[src/rtl/acumulador_suma_if.sv]
// Handshake bundle for acumulador_suma: batch start, operand transfer and the result/status outputs.
interface acumulador_suma_if #(
  parameter int M = 4
);
  logic         start;
  logic         in_valid;
  logic [M-1:0] B;
  logic         in_ready;
  logic [M-1:0] R;
  logic         C;
  logic         busy;
  logic         done;

  modport master (
    output start, in_valid, B,
    input  in_ready, R, C, busy, done
  );

  modport slave (
    input  start, in_valid, B,
    output in_ready, R, C, busy, done
  );
endinterface

[src/rtl/acumulador_suma.sv]
// Batch accumulator: sums N operands into an M-bit register with a sticky carry-out flag.
// Optional macro ACUMULADOR_SATURATE_EN clamps the accumulator to all ones on carry-out instead of wrapping.
module acumulador_suma #(
  parameter int M = 4,
  parameter int N = 4
) (
  input logic               clk,
  input logic               rst_n,
  acumulador_suma_if.slave  bus
);

  localparam int CW = $clog2(N + 1);
  localparam logic [CW-1:0] LAST = CW'(N - 1);

  typedef enum logic [1:0] {
    IDLE = 2'd0,
    ACUM = 2'd1,
    DONE = 2'd2
  } state_t;

  state_t        state_q;
  logic [M-1:0]  acc_q;
  logic          carry_q;
  logic [CW-1:0] count_q;

  logic [M:0]    sum_d;
  logic [M-1:0]  acc_d;

  function automatic logic [M-1:0] next_acc(input logic [M:0] s);
`ifdef ACUMULADOR_SATURATE_EN
    // Once any addition overflows the result stays pinned at full scale.
    return s[M] ? {M{1'b1}} : s[M-1:0];
`else
    return s[M-1:0];
`endif
  endfunction

  // Ripple-carry adder feeding the register back as one operand
  assign sum_d = {1'b0, acc_q} + {1'b0, bus.B};
  assign acc_d = next_acc(sum_d);

  always_ff @(posedge clk or negedge rst_n) begin
    if (!rst_n) begin
      state_q <= IDLE;
      acc_q   <= '0;
      carry_q <= 1'b0;
      count_q <= '0;
    end else begin
      case (state_q)
        IDLE, DONE: begin
          if (bus.start) begin
            state_q <= ACUM;
            acc_q   <= '0;
            carry_q <= 1'b0;
            count_q <= '0;
          end
        end
        ACUM: begin
          if (bus.in_valid) begin
            acc_q   <= acc_d;
            carry_q <= carry_q | sum_d[M];
            count_q <= count_q + CW'(1);
            if (count_q == LAST) state_q <= DONE;
          end
        end
        default: state_q <= IDLE;
      endcase
    end
  end

  assign bus.in_ready = (state_q == ACUM);
  assign bus.busy     = (state_q == ACUM);
  assign bus.done     = (state_q == DONE);
  assign bus.R        = acc_q;
  assign bus.C        = carry_q;

endmodule

[src/flat_wrapper.sv]
// flat-port wrapper written by rule: the top's interface ports become plain ports
module acumulador_suma_flat 
#(
  parameter int M = 4,
  parameter int N = 4
)
  (clk, rst_n, bus_start, bus_in_valid, bus_B, bus_in_ready, bus_R, bus_C, bus_busy, bus_done);
  acumulador_suma_if #(.M(M)) bus_i ();
  input logic clk;
  input logic rst_n;
  input wire logic [$bits(bus_i.start)-1:0] bus_start;
  input wire logic [$bits(bus_i.in_valid)-1:0] bus_in_valid;
  input wire logic [$bits(bus_i.B)-1:0] bus_B;
  output wire logic [$bits(bus_i.in_ready)-1:0] bus_in_ready;
  output wire logic [$bits(bus_i.R)-1:0] bus_R;
  output wire logic [$bits(bus_i.C)-1:0] bus_C;
  output wire logic [$bits(bus_i.busy)-1:0] bus_busy;
  output wire logic [$bits(bus_i.done)-1:0] bus_done;
  assign bus_i.start = bus_start;
  assign bus_i.in_valid = bus_in_valid;
  assign bus_i.B = bus_B;
  assign bus_in_ready = bus_i.in_ready;
  assign bus_R = bus_i.R;
  assign bus_C = bus_i.C;
  assign bus_busy = bus_i.busy;
  assign bus_done = bus_i.done;
  acumulador_suma #(.M(M), .N(N)) u_core (.clk(clk), .rst_n(rst_n), .bus(bus_i));
endmodule
[config.mk]
export PLATFORM = sky130hd
export DESIGN_NAME = acumulador_suma_flat
export DESIGN_NICKNAME = d
export VERILOG_FILES = /design/src/rtl/acumulador_suma_if.sv /design/src/rtl/acumulador_suma.sv /design/src/flat_wrapper.sv
export SDC_FILE = /design/constraint.sdc
export NUM_CORES = 1
export LEC_CHECK = 0
export CELL_PAD_IN_SITES_DETAIL_PLACEMENT = 0
export CELL_PAD_IN_SITES_GLOBAL_PLACEMENT = 1
export CORE_AREA = 2 2 47 49
export CTS_CLUSTER_DIAMETER = 60
export DETAILED_ROUTE_END_ITERATION = 16
export DIE_AREA = 0 0 49 51
export PLACE_DENSITY_LB_ADDON = 0.3
export RECOVER_POWER = 25
export SYNTH_ARGS = -nofsm -noshare
export SYNTH_HDL_FRONTEND = slang
export SYNTH_SLANG_ARGS = --single-unit
[constraint.sdc]
create_clock -name clk -period 1.45 [get_ports clk]
set_input_delay 0.2175 -clock clk [delete_from_list [all_inputs] [get_ports clk]]
set_output_delay 0.2175 -clock clk [all_outputs]
set_load 0.01 [all_outputs]
# == Word level (Yosys, flattened, before mapping) ==
# Index checks and enable logic that the tools add are counted.
# totals
regBits,10
latch_bits,0
mem_bits_rw,0
romBits,0
input_bits,8
output_inout_bits,8
wordCells,31
memories,0
# classes
add_sub_neg,2
multipliers,0
n_div,0
order_cmp,0
eq_ne,6
n_shift,0
mux,13
bitwise,1
n_reduce_logical,5
# ops
operator,count
$mux W4,2
$pmux W4 S2,1
$mux W2,3
$mux W3,2
$pmux W3 S2,1
$reduce_and A3 Y1,2
$add A4 B4 Y5,1
$ne A2 B2 Y1 const B,2
$pmux W2 S2,1
$add A3 B1 Y3 const B,1
$eq A3 B2 Y1 const B,1
$eq A2 B1 Y1 const B,1
$eq A2 B2 Y1 const B,1
$logic_not A2 Y1,1
$mux W1,2
$ne A2 B1 Y1 const B,1
$pmux W1 S2,1
$reduce_bool A2 Y1,1
$reduce_or A2 Y1,1
$or A1 B1 Y1,1

# == Depth between registers and ports, before layout ==
# depth
word_depth,4
depth_mapped,6
ltp_nobuf,6

# == Least setup slack after synthesis ==
# No wires, ideal clock.
# synth_path
path_type,flip-flop to flip-flop
start,reg u_core.acc_q[0] (netlist: u_core.bus.R[0])
end,reg u_core.carry_q (netlist: u_core.bus.C)
setup_time_ns,0.126
t_arrival_ns,1.381
required_time_ns,1.324
path_slack_ns,-0.057
stages_incl_launch_ff,7
n_path_buf,0
period_less_slack_ns,1.507
cell_sequence,dfrtp_1 ha_1 inv_1 fa_1 nor2b_4 o21a_1 o311a_1
# synth_via
elab_chain_cells,4
# synth_lines
element,line,rtl
from (decl),acumulador_suma.sv:22,logic [M-1:0] acc_q;
from (signal assigned),acumulador_suma.sv:45,acc_q <= '0;
from (signal assigned),acumulador_suma.sv:53,acc_q <= '0;
from (signal assigned),acumulador_suma.sv:60,acc_q <= acc_d;
$add A4 B4 Y5,acumulador_suma.sv:39,"assign sum_d = {1'b0, acc_q} + {1'b0, bus.B};"
$or A1 B1 Y1,acumulador_suma.sv:61,carry_q <= carry_q | sum_d[M];
$mux W1,acumulador_suma.sv:59,if (bus.in_valid) begin
$pmux W1 S2,acumulador_suma.sv:49,case (state_q)
to (signal assigned),acumulador_suma.sv:61,
to (decl),acumulador_suma.sv:23,logic carry_q;
# No other way between the ends. The select of a mux whose other input is x is not followed.
# A chain may end at the register's enable or synchronous reset.

# == Final worst setup path ==
# Same ends and word-level chain as after synthesis.

==> qor.yml <==
hpwl_um: 870
clockRootBuffer: "clkbuf_4"
reg2reg_depth: 6
drt_iter0_drc: 3
min_period_ns: 1.44
cp_max_fo: 2
initial_core_util_pct: 28.9
numCtsBuffers: 3
p_leak_uw: 0.000414
ir_drop_mv: 0.659
portBuffers: 15
powerDensity_nw_per_um2: 1850
cap_violations: 0
final.setup_skew_ns: 0.00773
netlist_instances: 58
wl_per_cell_um: 10.6
routed_wirelength_um: 1120
die_h_um: 51
start_kind: "flip-flop"
hold_path_class: "input pin to asynchronous set/reset pin"
syn-cell-area_um2: 596
nets: 94
grt.total_usage_pct: 10.4
gp_congestion: 0.803
drt_pass1_iterations: 2
synth_nets: 73
synth_edf_count: 0
synth-seq-cells: 10
startpoint: "u_core.bus.R[0]"
clk_pin_slew_ns: 0.07
die_area_um2: 2500
finalSetupTns_ns: 0
diodes: 0
r2r_slack_ns: 0.01
hold-worst-slack_ns: 0.344
worstSkewPairLatency_ns: 0.27
fmax_ghz: 0.695
grt_pass1_wl_um: 1940
synthDistinctLibCells: 23
hold_viol_final: 0
tritoncts: "built"
viasPerCell: 4.42
ys_async_sr_fraction_pct: 100
seqCellArea_um2: 250
grt-ovfl-total: 0
syn_area_per_cell_um2: 10.3
cp.arrival_ns: 1.59
required_ns: 1.60
relSlewSlack_pct: 67.5
seq_area_frac_synth_pct: 42.0
crit_type: "flip-flop to flip-flop"
finalSetupViolCount: 0
via_count: 468
grt_max_degree: 16
coreArea_um2: 2060
rsz0062_at_grt: "true"
drcViolationCount: 0
fin_total_pwr_uw: 1540
multi_input_area_um2: 308
crit_path_end_kind: "flip-flop"
holdBufCountCts: 0
cts.path.max_buffers: 2
cts.sinks: 10
h-tree-depth: 1
antenna_found_initial: 0
area_growth_pct: 40.1
synthFlopType: "dfrtp_1"
tightest_slew_ns: 0.485
die_w_um: 49
io_pins: 16
drtAntennaViolNets: 0
rows: 17
final.period_utilization_pct: 99.2
ys_warn_count: 0
slew_viol_final: 0
outcome: "complete, no violations"
layout-drive-gt1-share_pct: 17.9
timing.rr.start: "u_core.bus.R[0]"
fillers: 218
grt_pass1_vias: 463
==> worst paths after layout <==
path,end
max,u_core.bus.C
min reg2reg,u_core.count_q[2]
max in group asynchronous,u_core.bus.R[0]
min,u_core.bus.R[2]
min in group clk,u_core.count_q[2]
max reg2reg,u_core.bus.C
==> cells in the mapped netlist, types with 2 or more instances <==
cell | n | area share (%)
nand3_1 | 8 | 6.7
inv_1 | 7 | 4.4
ha_1 | 6 | 13
nand2b_1 | 2 | 2.1
nand2_1 | 3 | 1.9
o21ai_0 | 5 | 4.2
dfrtp_1 | 10 | 42
buf_2 | 2 | 1.7
==> metrics by stage <==
| step | utilization [%] | std cells | instance area (um2) | setup WS, ns |
|---|---|---|---|---|
| global placement | 38.3 | 101 | 791 | -0.255 |
| floorplan | - | 58 | 601 | -0.0115 |
| global route | 40.4 | 106 | 835 | -0.0440 |
| finish | 40.4 | 106 | 835 | 0.0121 |
| CTS | 39.8 | 105 | 821 | -0.00578 |
| detailed placement | 38.3 | 101 | 791 | -0.280 |
==> critical path: stages, from the launching register on <==
cell and delay [ns]:
dfrtp_1 0.39, ha_2 0.19, inv_2 0.05, fa_2 0.23
nor2b_4 0.04, o21a_1 0.16, o311a_1 0.28
==> sequential cells by signal, indices dropped and copies added (netlist names) <==
signal          cells
u_core.count_q      3
u_core.state_q      2
u_core.bus.R        4
u_core.bus.C        1
==> where the power goes <==
group          switching [uW]  leakage [uW]  internal (uW)  total [uW]
logic                     362      0.000267            437         799
clock network            99.0     0.0000210            152         251
registers                89.5      0.000126            402         492
total                     551      0.000414            992        1540
==> layer usage <==
| layer | wire length, um | share of wire, % | GRT usage (%) | vias to the layer above |
|---|---|---|---|---|
| met2 | 527 | 47 | 16.9 | 12 |
| li1 | - | - | - | 238 |
| met3 | 51 | 4.5 | 2.63 | 2 |
| met5 | 0 | 0 | 0 | - |
| met1 | 522 | 47 | 11.6 | 216 |
| met4 | 19 | 1.7 | 8.57 | 0 |
==> layout by cell type, fill, tap and decap left out, types with 2 or more instances in the layout <==
cell type and instances:
dlygate4sd2_1 3, clkdlybuf4s50_1 8, nand2b_1 2, clkdlybuf4s15_1 2
dfrtp_1 10, clkbuf_4 3, buf_4 4, ha_1 5
inv_1 6, o21ai_0 5, nand3_1 8, nand2_1 3
==> cell families (layout without fill, tap and decap cells) <==
kind of cell	after synthesis	count (layout)	share of synthesized area, %
fa+ha+maj	7	7	16.0
simple gates	18	18	20.2
xor+xnor	1	1	1.47
flops	10	10	42.0
compound gates	12	12	13.0
buf+inv	10	30	7.35
==> cell type report <==
type / instances / area share [%]
repair buffers: 19 / 21.4
flip-flops and latches: 10 / 30.0
clock buffers: 4 / 4.35
well taps: 28 / 4.20
inverters: 7 / 3.15
multi-input cells: 38 / 36.9
==> timing repair <==
action | CTS | global route
setup buffers | 0 | 1
pin swaps | 1 | 0
resized for setup | 5 | 4
setup endpoints to repair | 6 | 5
Note: power is estimated with default switching activity, not from simulation.
